===== src/rtl/clint_timer_pkg.sv =====
// clint_timer_pkg: register offsets, state structs and byte-merge helper for the CLINT timer.
package clint_timer_pkg;
  localparam logic [15:0] clint_msip      = 16'h0000;
  localparam logic [15:0] clint_mtimecmp  = 16'h4000;
  localparam logic [15:0] clint_mtimecmph = 16'h4004;
  localparam logic [15:0] clint_mtime     = 16'hBFF8;
  localparam logic [15:0] clint_mtimeh    = 16'hBFFC;

  typedef struct packed {
    logic        msip;
    logic [63:0] mtimecmp;
    logic [63:0] mtime;
    logic        ready;
    logic [31:0] rdata;
    logic        mtip;
  } clint_reg_type;

  localparam clint_reg_type init_clint_reg = '{
    msip: 1'b0, mtimecmp: '1, mtime: '0, ready: 1'b0, rdata: '0, mtip: 1'b0
  };

  typedef struct packed {
    logic [15:0] addr;
    logic [31:0] wdata;
    logic [3:0]  wstrb;
    logic        wr;
  } clint_req_type;

  function automatic logic [31:0] merge_bytes(input logic [31:0] old, input logic [31:0] data,
                                              input logic [3:0] strb);
    logic [31:0] m;
    m = old;
    for (int i = 0; i < 4; i++) m[8*i+:8] = strb[i] ? data[8*i+:8] : old[8*i+:8];
    return m;
  endfunction
endpackage


===== src/rtl/clint_timer_if.sv =====
// clint_timer_if: core data-bus request/response signals seen by the CLINT.
interface clint_timer_if;
  logic        mem_valid;
  logic        mem_instr;
  logic [31:0] mem_addr;
  logic [31:0] mem_wdata;
  logic [3:0]  mem_wstrb;
  logic [31:0] mem_rdata;
  logic        mem_ready;
  modport master(output mem_valid, mem_instr, mem_addr, mem_wdata, mem_wstrb,
                 input mem_rdata, mem_ready);
  modport slave(input mem_valid, mem_instr, mem_addr, mem_wdata, mem_wstrb,
                output mem_rdata, mem_ready);
endinterface


===== src/rtl/clint_tick.sv =====
// clint_tick: prescaler down-counter emitting a 1-cycle mtime tick; exists only with CLINT_PRESCALER_EN.
`ifdef CLINT_PRESCALER_EN
module clint_tick #(
  parameter int PRESCALE = 100
) (
  input  logic clk,
  input  logic rst,
  input  logic reload,
  output logic tick
);
  logic [15:0] count;
  assign tick = count == '0;
  always_ff @(posedge clk)
    count <= rst ? '0 : (reload || tick) ? 16'(PRESCALE - 1) : count - 16'd1;
endmodule
`endif


===== src/rtl/clint_timer.sv =====
// clint_timer: memory-mapped mtime/mtimecmp/msip with registered mtip.
// Optional prescaler enabled by defining CLINT_PRESCALER_EN.
module clint_timer
  import clint_timer_pkg::*;
#(
  parameter int PRESCALE = 100
) (
  input  logic          clk,
  input  logic          rst,
  clint_timer_if.slave  bus,
  output logic          mtip,
  output logic          msip,
  output logic [63:0]   mtime
);
  if (PRESCALE < 1 || PRESCALE > 65535) begin : g_bad_prescale
    $error("PRESCALE out of range");
  end
  clint_reg_type r, rin;
  clint_req_type q, qin;
  logic        tick, accept, commit, wr_lo, wr_hi, unused_addr;
  logic [15:0] a;
  logic [31:0] rd;
  assign unused_addr = ^bus.mem_addr[31:16];
  assign a      = bus.mem_addr[15:0];
  assign accept = bus.mem_valid && !r.ready;
  assign commit = r.ready && q.wr;
  assign wr_lo  = commit && q.addr == clint_mtime;
  assign wr_hi  = commit && q.addr == clint_mtimeh;
`ifdef CLINT_PRESCALER_EN
  clint_tick #(.PRESCALE(PRESCALE)) u_tick (
    .clk   (clk),
    .rst   (rst),
    .reload(wr_lo || wr_hi),
    .tick  (tick)
  );
`else
  assign tick = 1'b1;
`endif
  always_comb
    rd = a == clint_msip      ? {31'b0, r.msip} :
         a == clint_mtimecmp  ? r.mtimecmp[31:0] :
         a == clint_mtimecmph ? r.mtimecmp[63:32] :
         a == clint_mtime     ? r.mtime[31:0] :
         a == clint_mtimeh    ? r.mtime[63:32] : '0;
  // A write to either mtime word freezes the whole counter for that edge.
  always_comb begin
    rin = r;
    qin = q;
    rin.mtip  = r.mtime >= r.mtimecmp;
    rin.mtime = r.mtime + 64'(tick && !(wr_lo || wr_hi));
    if (wr_lo) rin.mtime[31:0] = merge_bytes(r.mtime[31:0], q.wdata, q.wstrb);
    if (wr_hi) rin.mtime[63:32] = merge_bytes(r.mtime[63:32], q.wdata, q.wstrb);
    if (commit && q.addr == clint_mtimecmp)
      rin.mtimecmp[31:0] = merge_bytes(r.mtimecmp[31:0], q.wdata, q.wstrb);
    if (commit && q.addr == clint_mtimecmph)
      rin.mtimecmp[63:32] = merge_bytes(r.mtimecmp[63:32], q.wdata, q.wstrb);
    if (commit && q.addr == clint_msip) rin.msip = q.wstrb[0] ? q.wdata[0] : r.msip;
    rin.ready = accept;
    rin.rdata = (accept && !bus.mem_instr && bus.mem_wstrb == '0) ? rd : '0;
    if (accept) begin
      qin.addr  = a;
      qin.wdata = bus.mem_wdata;
      qin.wstrb = bus.mem_wstrb;
      qin.wr    = !bus.mem_instr && bus.mem_wstrb != '0;
    end
  end
  always_ff @(posedge clk)
    if (rst) begin
      r <= init_clint_reg;
      q <= '0;
    end else begin
      r <= rin;
      q <= qin;
    end
  assign bus.mem_ready = r.ready;
  assign bus.mem_rdata = r.rdata;
  assign mtip  = r.mtip;
  assign msip  = r.msip;
  assign mtime = r.mtime;
endmodule


===== src/flat_wrapper.sv =====
// flat-port wrapper written by rule: the top's interface ports become plain ports
module clint_timer_flat import clint_timer_pkg::*;
#(
  parameter int PRESCALE = 100
)
  (clk, rst, mtip, msip, mtime, bus_mem_valid, bus_mem_instr, bus_mem_addr, bus_mem_wdata, bus_mem_wstrb, bus_mem_rdata, bus_mem_ready);
  clint_timer_if bus_i ();
  input  logic clk;
  input  logic rst;
  output logic mtip;
  output logic msip;
  output logic [63:0] mtime;
  input wire logic [$bits(bus_i.mem_valid)-1:0] bus_mem_valid;
  input wire logic [$bits(bus_i.mem_instr)-1:0] bus_mem_instr;
  input wire logic [$bits(bus_i.mem_addr)-1:0] bus_mem_addr;
  input wire logic [$bits(bus_i.mem_wdata)-1:0] bus_mem_wdata;
  input wire logic [$bits(bus_i.mem_wstrb)-1:0] bus_mem_wstrb;
  output wire logic [$bits(bus_i.mem_rdata)-1:0] bus_mem_rdata;
  output wire logic [$bits(bus_i.mem_ready)-1:0] bus_mem_ready;
  assign bus_i.mem_valid = bus_mem_valid;
  assign bus_i.mem_instr = bus_mem_instr;
  assign bus_i.mem_addr = bus_mem_addr;
  assign bus_i.mem_wdata = bus_mem_wdata;
  assign bus_i.mem_wstrb = bus_mem_wstrb;
  assign bus_mem_rdata = bus_i.mem_rdata;
  assign bus_mem_ready = bus_i.mem_ready;
  clint_timer #(.PRESCALE(PRESCALE)) u_core (.clk(clk), .rst(rst), .bus(bus_i), .mtip(mtip), .msip(msip), .mtime(mtime));
endmodule

===== config.mk =====
export PLATFORM = sky130hd
export DESIGN_NAME = clint_timer_flat
export DESIGN_NICKNAME = d
export VERILOG_FILES = /design/src/rtl/clint_timer_pkg.sv /design/src/rtl/clint_timer_if.sv /design/src/rtl/clint_tick.sv /design/src/rtl/clint_timer.sv /design/src/flat_wrapper.sv
export SDC_FILE = /design/constraint.sdc
export NUM_CORES = 1
export LEC_CHECK = 0
export BUFFER_PORTS_ARGS = -buffer_cell sky130_fd_sc_hd__buf_2
export CAP_MARGIN = 0
export CORE_AREA = 2 2 224 226
export DETAILED_ROUTE_END_ITERATION = 7
export DIE_AREA = 0 0 226 228
export PLACE_DENSITY_LB_ADDON = 0.25
export SYNTH_ARGS = -nofsm -noshare
export SYNTH_HDL_FRONTEND = slang
export SYNTH_SLANG_ARGS = --single-unit

===== constraint.sdc =====
create_clock -name clk -period 8.92 [get_ports clk]
set_clock_uncertainty 0.1 [all_clocks]
set_input_delay 1.338 -clock clk [delete_from_list [all_inputs] [get_ports clk]]
set_output_delay 1.338 -clock clk [all_outputs]
set_load 0.1 [all_outputs]

### Word level (Yosys, flattened, before mapping)

Index checks and enable logic that the tools add are counted.

* flip-flop bits (word level): 216
* input bits: 72
* output and inout bits: 99
* word-level logic and storage cells: 84

* $add $sub $neg: 1
* magnitude comparators: 1
* equal/unequal tests: 16
* mux-type cells: 11
* bitwise logic cells: 1
* reduce and logical (&&, ||, !) cells: 29

Operators with widths (count)
* $mux 32: 6
* $add 64x1->64: 1
* $eq 16x15->1 const B: 4
* $eq 16x16->1 const B: 4
* $ge 64x64->1: 1
* $logic_not 16->1: 2
* $mux 8: 4
* $reduce_and 2->1: 9
* $ne 2x1->1 const B: 8
* $logic_and 1x1->1: 10
* $logic_not 4->1: 1
* $reduce_bool 4->1: 1
* $logic_not 1->1: 3
* $reduce_or 3->1: 1
* $reduce_or 2->1: 1
* $logic_or 1x1->1: 1
* $mux 1: 1
* $not 1->1: 1

### Depth between registers and ports, before layout

* word-level depth: 6
* gate-level depth with buffers: 12

### Least setup slack after synthesis

Ideal clock, no wire load.

* path type: reg2reg
* start point: reg u_core.r, in the netlist u_core.bus.mem_ready
* end point: reg u_core.r, in the netlist u_core.mtime[38]
* setup time: 0.074 ns
* arrival time: 3.205 ns
* setup slack: 5.540 ns
* stages on the path, launching flop included: 13
* buffers on the path: 2
* period minus slack after synthesis: 3.380 ns
* cell sequence: dfxtp_1 > nand4bb_1 > nor4_1 > nand2_1 > ha_1 > ha_1 > nand4_1 > nor4_1 > buf_2 > buf_2 > a41oi_1 > o21ai_0 > a31oi_1

* word-level cells in the longest chain between the ends: 6
* elaborated cells on any way between the ends: 8

Ends and longest elaborated chain
* start, declared: RTL line clint_timer.sv:18 `clint_reg_type r, rin;`
* start signal, assigned: RTL line clint_timer.sv:69 `r <= init_clint_reg;`
* start signal, assigned: RTL line clint_timer.sv:72 `r <= rin;`
* $logic_and 1x1->1 *: RTL line clint_timer.sv:26 `assign commit = r.ready && q.wr;`
* $logic_and 1x1->1 (on tied branches): RTL line clint_timer.sv:27, clint_timer.sv:28
* $logic_or 1x1->1: RTL line clint_timer.sv:50 `rin.mtime = r.mtime + 64'(tick && !(wr_lo || wr_hi));`
* $logic_not 1->1: RTL line clint_timer.sv:50
* $add 64x1->64: RTL line clint_timer.sv:50
* $mux 32: RTL line clint_timer.sv:52 `if (wr_hi) rin.mtime[63:32] = merge_bytes(r.mtime[63:32], q.wdata, q.wstrb);`

Every way passes the cells marked *; elsewhere a longest branch is shown, timed or not.
A chain may end at the register's enable or synchronous reset.

### Worst setup path in the final report

* start point: reg u_core.q[51] (netlist name)
* end point: reg u_core.r, in the netlist u_core.mtime[38]

* word-level cells in the longest chain between the ends: 6
* elaborated cells on any way between the ends: 9

Ends and longest elaborated chain
* start, declared: RTL line clint_timer.sv:19 `clint_req_type q, qin;`
* start signal, assigned: RTL line clint_timer.sv:73 `q <= qin;`
* $eq 16x16->1 (on tied branches): RTL line clint_timer.sv:27, clint_timer.sv:28
* $logic_and 1x1->1 (on tied branches): RTL line clint_timer.sv:27, clint_timer.sv:28
* $logic_or 1x1->1: RTL line clint_timer.sv:50
* $logic_not 1->1: RTL line clint_timer.sv:50
* $add 64x1->64: RTL line clint_timer.sv:50
* $mux 32: RTL line clint_timer.sv:52

Parallel ways exist; a longest one is shown, timed or not.

==> reports/metrics.cfg <==
[sta]
setup_viol = 0
slew_viol_final = 0
max_slew_margin_pct = 29.9
fin_hold_ws_ns = 0.355
worstMarginPinSlew_ns = 1.05
rsz0062_at_grt = no
setup_slack_ns = 4.83
fin_tns_setup_ns = 0
fin_crit_ns = 4.09
post-route-period-util_pct = 45.8
fmax_mhz = 245
hold_viol_final = 0

[pwr]
power_leakage_nw = 6.11
irDropWorstVdd_v = 0.000105
power-per-cell-area_nw_per_um2 = 156

[synth]
async_reset_ff_share_pct = 0
synth_top_area_cell = dfxtp_1
synth_top_area_share_pct = 35.5
synth-edff-count = 0
syn_nets = 1670
synthCells = 1532
ys_types = 64
synth_area_sq_um = 12200
yosys_register_bits = 216
ys_warn_count = 0
synthFlopType = dfxtp_1
synth.yosys.seq_area_share_pct = 35.5
yosys-top-cells-area = dfxtp_1 35%, ha_1 6.8%, nand2_1 6.7%
avgSynthCellArea_sq_um = 7.96

[layout]
most-common-layout-cells = 219 x nand2_1, 216 x dfxtp_1, 153 x buf_2
final_common_cell = nand2_1
layout.cells.non_filler = 2229
seq_area_sq_um = 4320
antenna_cells = 0
nFillCells = 5428
nets = 1683
fin_area_sq_um = 13700
area_delta_synth_final_pct = 12.5
drive_gt1_share_pct = 15.2
multi_input_area_sq_um = 6520

[critical_path]
r2r_cells = 10
cp-start-kind = flop
critPathMaxFanout = 12
setup.worst_path.end_class = flop
critPathRequiredTime_ns = 9.29
critPathMaxStageDelay_ns = 1.03
crit_arrival_ns = 4.46
critPathSlowestCell = nor4_2
crit_chain = nor2_1, nand2_1, ha_1, ha_1, nand4_1, nor4_2, buf_4, nand4_1, or3_1, a31oi_1
path_class = flop to flop

[route]
vias = 11400
vias_per_cell = 5.09
drt_wl_total_um = 44700
drt-wirelength-per-cell_um = 20.0
drcViolationCount = 0
drt_first_pass_iters = 7
drtIter0Drc = 939
ant_nets = 0

[hold_path]
min_path_type = flop to flop
hold_depth = 2

[placement]
place_area_sq_um = 12900
hpwl_um = 31500
dp_cells = 2188
pre_cts_slack_ns = 4.87
globalplace.congestion = 0.786
io_buffers = 154

[clock_network]
cts_tree = done
ctsHoldBuffers = 0
insertion_delay_ns = 0.55
cts_root_buffer = clkbuf_16
post_cts_buffers = 0
cts_resized = 0
cts_max_level = 1
numClockSinks = 216
cts_made_buffers = 27
path_clk_slew_ns = 0.06
cts.path.max_buffers = 3

[floorplanning]
core_area_sq_um = 49300
die_y_um = 228
dieWidth_um = 226
num_rows = 82
ios = 171
die-area_sq_um = 51500
initial_core_util_pct = 24.7

[grt]
grt_max_degree = 107
gr-total-overflow = 0
track_usage_pct = 17.2
antenna_found_initial = 0
grt_pass1_vias = 11200
grt_pass1_wl_um = 68400

[flow_run]
drv_cap = 0

[outcome]
outcome = completed

[area by class of cell]
cell class              instances  area share [%]
well taps                     672            6.13
inverters                      81            2.22
clock buffers                  38            5.45
flip-flops and latches        216            31.5
multi-input cells            1044            47.6
repair buffers                175            6.82
clock inverters                 3           0.292
[layer usage]
layer | part of all wire, % | track usage (%)
met1 | 44 | 22.5
met2 | 47 | 28.5
met4 | 3.3 | 6.33
met5 | 0 | 0
met3 | 4.7 | 2.40
[flip-flops by register name, indices dropped and copies added (netlist names)]
name                  flops
u_core.bus.mem_ready      1
u_core.mtime             64
u_core.q                 53
u_core.bus.mem_rdata     32
u_core.r                 64
u_core.msip               1
u_core.mtip               1
[cells in the mapped netlist, types with 7 or more instances]
| cell type | n |
|---|---|
| a211o_1 | 43 |
| o21ai_0 | 37 |
| nand3b_1 | 25 |
| a21oi_1 | 143 |
| nand4_1 | 38 |
| and2_1 | 13 |
| nand2_1 | 219 |
| nor2_1 | 53 |
| nor3_1 | 25 |
| buf_4 | 96 |
| inv_1 | 81 |
| dfxtp_1 | 216 |
| a21o_1 | 11 |
| nor4_1 | 16 |
| nand3_1 | 78 |
| clkbuf_1 | 77 |
| o211ai_1 | 8 |
| a31oi_1 | 34 |
| a211oi_1 | 24 |
| buf_1 | 14 |
| a222oi_1 | 31 |
| and3_1 | 54 |
| or3_1 | 16 |
| ha_1 | 66 |
| o21bai_1 | 7 |
| a41oi_1 | 8 |
| and4_1 | 8 |
[path summary, 6_finish.rpt]
kind                              startpoint               end  slack [ns]
worst max-delay path            u_core.q[51]  u_core.mtime[38]        4.83
worst min-delay path             u_core.q[4]       u_core.q[4]        0.35
worst max register to register  u_core.q[51]  u_core.mtime[38]        4.83
worst min register to register   u_core.q[4]       u_core.q[4]        0.35
[metrics by stage]
stage          power [mW]  utilization (%)
3_5_place_dp         1.13             26.2
4_1_cts              2.17             27.8
5_1_grt              2.22             27.8
3_3_place_gp         1.13             26.2
2_1_floorplan        1.08                -
6_report             2.14             27.8
[worst max-delay path, delay by kind of cell, from the launching register on]
kind | cells | cell delay, ns
buffers and inverters | 1 | 0.33
DFF | 1 | 0.62
AOI/OAI and AO/OA | 1 | 0.15
and+or+nand+nor | 6 | 2.33
adders and majority gates | 2 | 0.47
[logic make-up after synthesis]
logic type | count (synthesis) | synth area share [%]
flip-flops | 216 | 35.5
buffers and inverters | 272 | 11.4
AO/OA/AOI/OAI | 382 | 20.9
adder cells (fa/ha/maj) | 66 | 6.77
AND/OR/NAND/NOR | 584 | 24.5
XOR/XNOR | 4 | 0.287
multiplexers | 8 | 0.677
[power by group]
group | switching (mW) | internal (mW) | total [mW]
sequential | 0.0264 | 0.980 | 1.01
clock | 0.435 | 0.600 | 1.03
combinational | 0.0674 | 0.0303 | 0.0976
(Power assumes the default switching activity.)
